<file path="src/rtl/parity_stream.sv">
// parity_stream: computes the XOR parity of a packet of DATA_W-bit beats.
// A packet ends on the beat marked in_last. The result is held until it is consumed.
//
// Parameters
//   DATA_W : beat width (>=1)
//   ODD    : 0 = even parity, 1 = odd parity
//   CNT_W  : width of the saturating mismatch counter (>=1)
//
// Ports
//   clk, rst_n          : rising-edge clock, async active-low reset
//   in_valid/in_ready   : beat handshake; a beat is taken when both are 1 at an edge
//   in_data, in_last    : beat payload and end-of-packet marker
//   in_par, chk_en      : expected parity and check enable, used only on the last beat
//   out_valid/out_ready : result handshake
//   out_par, out_err    : packet parity and mismatch flag, held while out_valid=0
//   err_cnt, clr_cnt    : saturating mismatch count and its synchronous clear
module parity_stream #(
  parameter int DATA_W = 8,
  parameter int ODD    = 0,
  parameter int CNT_W  = 8
) (
  input  logic              clk,
  input  logic              rst_n,
  input  logic              in_valid,
  output logic              in_ready,
  input  logic [DATA_W-1:0] in_data,
  input  logic              in_last,
  input  logic              in_par,
  input  logic              chk_en,
  output logic              out_valid,
  input  logic              out_ready,
  output logic              out_par,
  output logic              out_err,
  output logic [CNT_W-1:0]  err_cnt,
  input  logic              clr_cnt
);

  typedef enum logic [1:0] {
    IDLE  = 2'd0,
    ACCUM = 2'd1,
    HOLD  = 2'd2
  } state_t;

  localparam logic ODD_BIT = (ODD != 0);

  state_t           state_q, state_d;
  logic             acc_q, acc_d;
  logic             out_valid_q, out_valid_d;
  logic             out_par_q, out_par_d;
  logic             out_err_q, out_err_d;
  logic [CNT_W-1:0] err_cnt_q, err_cnt_d;

  logic beat_par;
  logic accept;
  logic pkt_par;
  logic pkt_err;

  // In HOLD the upstream can only advance when the pending result is consumed.
  assign in_ready = (state_q == HOLD) ? out_ready : 1'b1;

  always_comb begin
    beat_par = ^in_data;
    accept   = in_valid & in_ready;
    // acc_q is always 0 in IDLE and HOLD, so a beat taken in HOLD starts
    // a fresh packet without any extra gating.
    pkt_par  = acc_q ^ beat_par ^ ODD_BIT;
    pkt_err  = chk_en & (pkt_par != in_par);

    state_d     = state_q;
    acc_d       = acc_q;
    out_valid_d = out_valid_q;
    out_par_d   = out_par_q;
    out_err_d   = out_err_q;
    err_cnt_d   = err_cnt_q;

    // Result consumed: fall back to IDLE unless a new beat overrides below.
    if ((state_q == HOLD) && out_ready) begin
      out_valid_d = 1'b0;
      state_d     = IDLE;
    end

    if (accept) begin
      if (in_last) begin
        out_par_d   = pkt_par;
        out_err_d   = pkt_err;
        out_valid_d = 1'b1;
        acc_d       = 1'b0;
        state_d     = HOLD;
        if (pkt_err && (err_cnt_q != '1)) begin
          err_cnt_d = err_cnt_q + 1'b1;
        end
      end else begin
        acc_d       = acc_q ^ beat_par;
        out_valid_d = 1'b0;
        state_d     = ACCUM;
      end
    end

    if (clr_cnt) begin
      err_cnt_d = '0;
    end
  end

  always_ff @(posedge clk or negedge rst_n) begin
    if (!rst_n) begin
      state_q     <= IDLE;
      acc_q       <= 1'b0;
      out_valid_q <= 1'b0;
      out_par_q   <= 1'b0;
      out_err_q   <= 1'b0;
      err_cnt_q   <= '0;
    end else begin
      state_q     <= state_d;
      acc_q       <= acc_d;
      out_valid_q <= out_valid_d;
      out_par_q   <= out_par_d;
      out_err_q   <= out_err_d;
      err_cnt_q   <= err_cnt_d;
    end
  end

  assign out_valid = out_valid_q;
  assign out_par   = out_par_q;
  assign out_err   = out_err_q;
  assign err_cnt   = err_cnt_q;

endmodule

</file>
<file path="config.mk">
export PLATFORM = sky130hd
export DESIGN_NAME = parity_stream
export DESIGN_NICKNAME = d
export VERILOG_FILES = /design/src/rtl/parity_stream.sv
export SDC_FILE = /design/constraint.sdc
export NUM_CORES = 1
export LEC_CHECK = 0
export BUFFER_PORTS_ARGS = -buffer_cell sky130_fd_sc_hd__buf_2
export CAP_MARGIN = 20
export CELL_PAD_IN_SITES_DETAIL_PLACEMENT = 1
export CELL_PAD_IN_SITES_GLOBAL_PLACEMENT = 2
export CORE_AREA = 2 2 54 56
export DETAILED_ROUTE_END_ITERATION = 6
export DIE_AREA = 0 0 56 58
export PLACE_DENSITY_LB_ADDON = 0.2
export SYNTH_ARGS = -nofsm -noshare
export SYNTH_HDL_FRONTEND = slang
export SYNTH_SLANG_ARGS = --single-unit
</file>
<file path="constraint.sdc">
create_clock -name clk -period 4 [get_ports clk]
set_input_delay 0.4 -clock clk [delete_from_list [all_inputs] [get_ports clk]]
set_output_delay 0.4 -clock clk [all_outputs]
set_load 0.05 [all_outputs]
</file>
; ---- After elaboration in Yosys (flattened, before gate mapping)
; Index checks and enable logic that the tools add are counted.
[totals]
ff_bits = 14
input_bits = 16
output_inout_bits = 12
[op_classes]
bitwise_logic = 3
addsub = 1
muxes = 12
eq_ne = 3
n_reduce_logical = 9
[op_table]
columns = cell, count
row1 = $mux W8, 4
row2 = $add A8 B1 Y8 const B, 1
row3 = $ne A8 B8 Y1 const B, 1
row4 = $reduce_bool A2 Y1, 4
row5 = $reduce_xor A8 Y1, 1
row6 = $mux W2, 3
row7 = $mux W1, 5
row8 = $reduce_and A3 Y1, 1
row9 = $and A1 B1 Y1, 2
row10 = $eq A2 B2 Y1 const B, 1
row11 = $logic_and A1 B1 Y1, 2
row12 = $reduce_and A2 Y1, 1
row13 = $ne A1 B1 Y1, 1
row14 = $xor A1 B1 Y1, 1

; ---- Logic depth before layout (Yosys ltp)
[depth]
depth_word = 9
mapped_depth = 6
mapped_depth_nobuf = 5

; ---- Least setup slack after synthesis
; Ideal clock, no wire load.
[synth_path]
path_kind = reg-to-reg
from = reg state_q[1]
to = reg err_cnt_q[1], in the netlist err_cnt[1]
t_required_ps = 3922
arrival_ps = 2117
setup_time_ps = 78
synth_period_minus_slack_ps = 2195
path_slack_ps = 1805
path_stages_with_launch = 7
cell_sequence = dfrtp_1 -> or3b_2 -> and3_2 -> nand3_1 -> buf_4 -> o21ai_0 -> a21oi_1
[synth_between]
elab_chain_len = 5
[synth_lines]
columns = item, line_no
row1 = start: declaration, 46  ; state_t state_q, state_d;
row2 = start signal: assignment, 113  ; state_q <= state_d;
row3 = $eq A2 B2 Y1, 59  ; assign in_ready = (state_q == HOLD) ? out_ready : 1'b1;
row4 = $mux W1, 59
row5 = named net in_ready, 25  ; output logic in_ready,
row6 = $and A1 B1 Y1, 63  ; accept = in_valid & in_ready;
row7 = $reduce_bool A2 Y1 (no source line), -
row8 = $reduce_and A3 Y1 (no source line), -
row9 = end signal: assignment, 118  ; err_cnt_q <= err_cnt_d;
row10 = end: declaration, 51  ; logic [CNT_W-1:0] err_cnt_q, err_cnt_d;
; The timed path passes the listed nets, and every way through them passes these cells.
; A chain may end at the register's enable or synchronous reset.

; ---- Worst setup path after layout
[layout_path]
from = reg acc_q
to = reg err_cnt_q[5], in the netlist err_cnt[5]
[layout_between]
elab_chain_len = 6
[layout_lines]
columns = item, line_no
row1 = start: declaration, 47  ; logic acc_q, acc_d;
row2 = start signal: assignment, 107  ; acc_q <= 1'b0;
row3 = start signal: assignment, 114  ; acc_q <= acc_d;
row4 = $xor A1 B1 Y1, 66  ; pkt_par = acc_q ^ beat_par ^ ODD_BIT;
row5 = $ne A1 B1 Y1, 67  ; pkt_err = chk_en & (pkt_par != in_par);
row6 = $and A1 B1 Y1, 67
row7 = $logic_and A1 B1 Y1, 89  ; if (pkt_err && (err_cnt_q != '1)) begin
row8 = $reduce_bool A2 Y1 (no source line), -
row9 = $reduce_and A3 Y1 (no source line), -
; No other way between the ends.

==> impl_metrics.tcl <==
set metrics [dict create \
    status "complete, no violations" \
    port_buffers 27 \
    cpMaxStageDelayCell "or4_1" \
    antennaDiodeCount 0 \
    syn-num-nets 91 \
    start_kind "flip-flop" \
    cp_common_cell "xnor2_1" \
    clk_pin_slew_ps 90 \
    grt_overflow 0 \
    cts_tree "built" \
    wl_per_cell_um 13.1 \
    endpoint_kind "flip-flop" \
    leakagePower_nw 0.434 \
    grt_max_degree 18 \
    period_share_pct 51.7 \
    crit_path_max_incr_delay_ps 500 \
    antenna_found_initial 0 \
    synth_common_cells "13 x dfrtp_1, 8 x a21oi_1, 6 x o31ai_1, 6 x or4_1, 5 x xnor2_1" \
    synthCells 74 \
    rrSetupSlack_ps 1930 \
    fin_ws_ps 1930 \
    die_h_um 58 \
    fmax_mhz 483 \
    synth_ff_type "dfrtp_1" \
    num_io_pins 28 \
    r2r-start "acc_q" \
    vias 678 \
    die_area_mm2 0.00325 \
    dr.pass1.iters 4 \
    dp_slack_ps 1530 \
    rsz0062_at_grt "no" \
    drive_gt1_share_pct 35.3 \
    grt_usage_pct 11.7 \
    grt_pass1_vias 650 \
    ys.warnings.count 0 \
    path_cells "xnor2_1 -> xnor3_1 -> xnor2_1 -> buf_4 -> or4_1 -> a21oi_1" \
    ys_seq_area_share_pct 42.1 \
    yosys.cell_count.top_type "dfrtp_1" \
    final_nets 120 \
    drt_iter0_markers 4 \
    clock_latency_ps 270 \
    core_area_mm2 0.00266 \
    arrival_ps 2270 \
    syn_area_um2 772 \
    ir_worst_vdd_uv 325 \
    cts_hold_buf 0 \
    post_cts_resized 0 \
    dp_hpwl_um 1340 \
    avgSynthCellArea_um2 10.4 \
    avgViaCountPerCell 5.10 \
    cts_root_buffer "clkbuf_4" \
    power.density_mw_per_mm2 452 \
    synth_seq_cells 13 \
    synth_edf_count 0 \
    yosysTopAreaCellShare_pct 42.1 \
    synthArstFlopShare_pct 100 \
    synth_cell_type_count 28 \
    yosys.area.top_type "dfrtp_1" \
    skew_ps 3.71 \
    critPathKind "flip-flop to flip-flop" \
    hp-class "primary input to asynchronous set/reset pin" \
    clock_sinks 13 \
    min_period_ps 2070 \
    worst_pin_slew_ps 516 \
    drcViolationCount 0 \
    gp_congestion 0.708 \
    hold_viol 0 \
    initial_core_util_pct 29.0 \
    reg2reg_to "err_cnt[5]" \
    die_width_um 56 \
    r2r_cells 6 \
    postCtsSetupBuffers 0 \
    drtAntennaViolNets 0 \
    setup_tns_ps 0 \
    cp.required_ps 4200 \
    grt_pass1_wl_um 2940 \
    clk_path_buf_depth 2 \
    cts_inserted_buffers 3 \
    htreeDepth 1 \
    yosys-top-cells-area "dfrtp_1 42%, o31ai_1 5.8%, or4_1 5.8%" \
    synthToLayoutAreaGrowth_pct 23.0 \
    cp_max_fo 15 \
    slew_violations 0 \
    setup_viol 0 \
    rows 19 \
    slew_headroom_pct 65.5 \
    routed_wl_um 1740 \
    maxCapViolCount 0 \
]
worst max-delay path, delay by kind of cell, from the launching register on:
kind,cells,cell delay (ps)
AOI/OAI and AO/OA,1,150
DFF,1,400
and+or+nand+nor,1,500
buffers and inverters,1,190
xor gates and xnor gates,3,750
metal layers:
metal	routed length, um	share of wire, %	GRT usage [%]
met4	17	0.97	4.08
met2	784	45	17.1
met3	94	5.4	2.68
met1	848	49	17.0
met5	0	0	0
metrics by stage:
step	instance area, um2	total power [mW]	util [%]	std cells	hold WS, ps
3_3_place_gp	916	0.337	34.4	128	317
3_5_place_dp	916	0.337	34.4	128	316
5_1_grt	950	0.455	35.7	133	11.7
6_report	950	0.429	35.7	133	3.51
2_1_floorplan	772	0.306	-	74	104
4_1_cts	942	0.422	35.4	132	13.9
how the worst max path moves through the flow:
| stage | start | depth (start not counted) | to |
|---|---|---|---|
| floorplan | state_q[1] | 6 | err_cnt[1] |
| global placement | in_data[2] | 6 | err_cnt[1] |
| detailed placement | in_data[2] | 6 | err_cnt[1] |
| CTS | acc_q | 5 | err_cnt[1] |
| global route | err_cnt[0] | 5 | err_cnt[6] |
| finish | acc_q | 6 | err_cnt[5] |
report_power, final:
group | internal, mW | switching [mW] | leakage [nW]
logic | 0.0694 | 0.118 | 0.245
clock network | 0.0386 | 0.0448 | 0.0150
registers | 0.148 | 0.0108 | 0.174
cells in the final DEF, fill, tap and decap left out:
master    synthesis  final
o21ai_1           1      1
buf_4             2      1
xnor3_1           1      1
and3_2            1      1
clkbuf_1          0      1
or3_1             2      2
ha_1              1      1
o31ai_1           6      6
or4_1             6      6
nand2_1           2      2
mux2_2            1      1
nor2_1            1      1
o22ai_1           1      1
and4_1            1      1
nand2b_1          1      1
or3b_2            1      1
clkbuf_4          0      3
nand4_1           4      4
xnor2_1           5      5
buf_2             0     27
xnor2_2           1      1
dfrtp_1          13     13
inv_1             3      3
a21oi_1           8      8
o21ai_0           3      3
nand3_1           3      3
xnor3_2           1      1
a22o_1            2      2
and2_1            1      1
layout make-up:
type                            count  area (um2)
Clock buffer                        4        26.3
Inverter                            3        11.3
Timing Repair Buffer               28         143
Tap cell                           31        38.8
Sequential cell                    13         325
Multi-Input combinational cell     54         405
Fill cell                         323        1710
registers in the layout (all words and copies together) (netlist names):
| signal | flops |
|---|---|
| acc_q | 1 |
| out_par | 1 |
| err_cnt | 8 |
| out_err | 1 |
| state_q | 2 |
cells by family (layout without fill, tap and decap cells):
logic type                 Yosys count  in the layout  share of synthesized area (%)
AOI/OAI and AO/OA                   21             21                           16.7
xor gates and xnor gates             8              8                           13.8
adders and majority gates            1              1                           1.62
buffers and inverters                7             35                           5.35
DFF                                 13             13                           42.1
muxes                                1              1                           1.46
and+or+nand+nor                     23             23                           19.0
No activity file was read; power rests on OpenSTA's default activity.
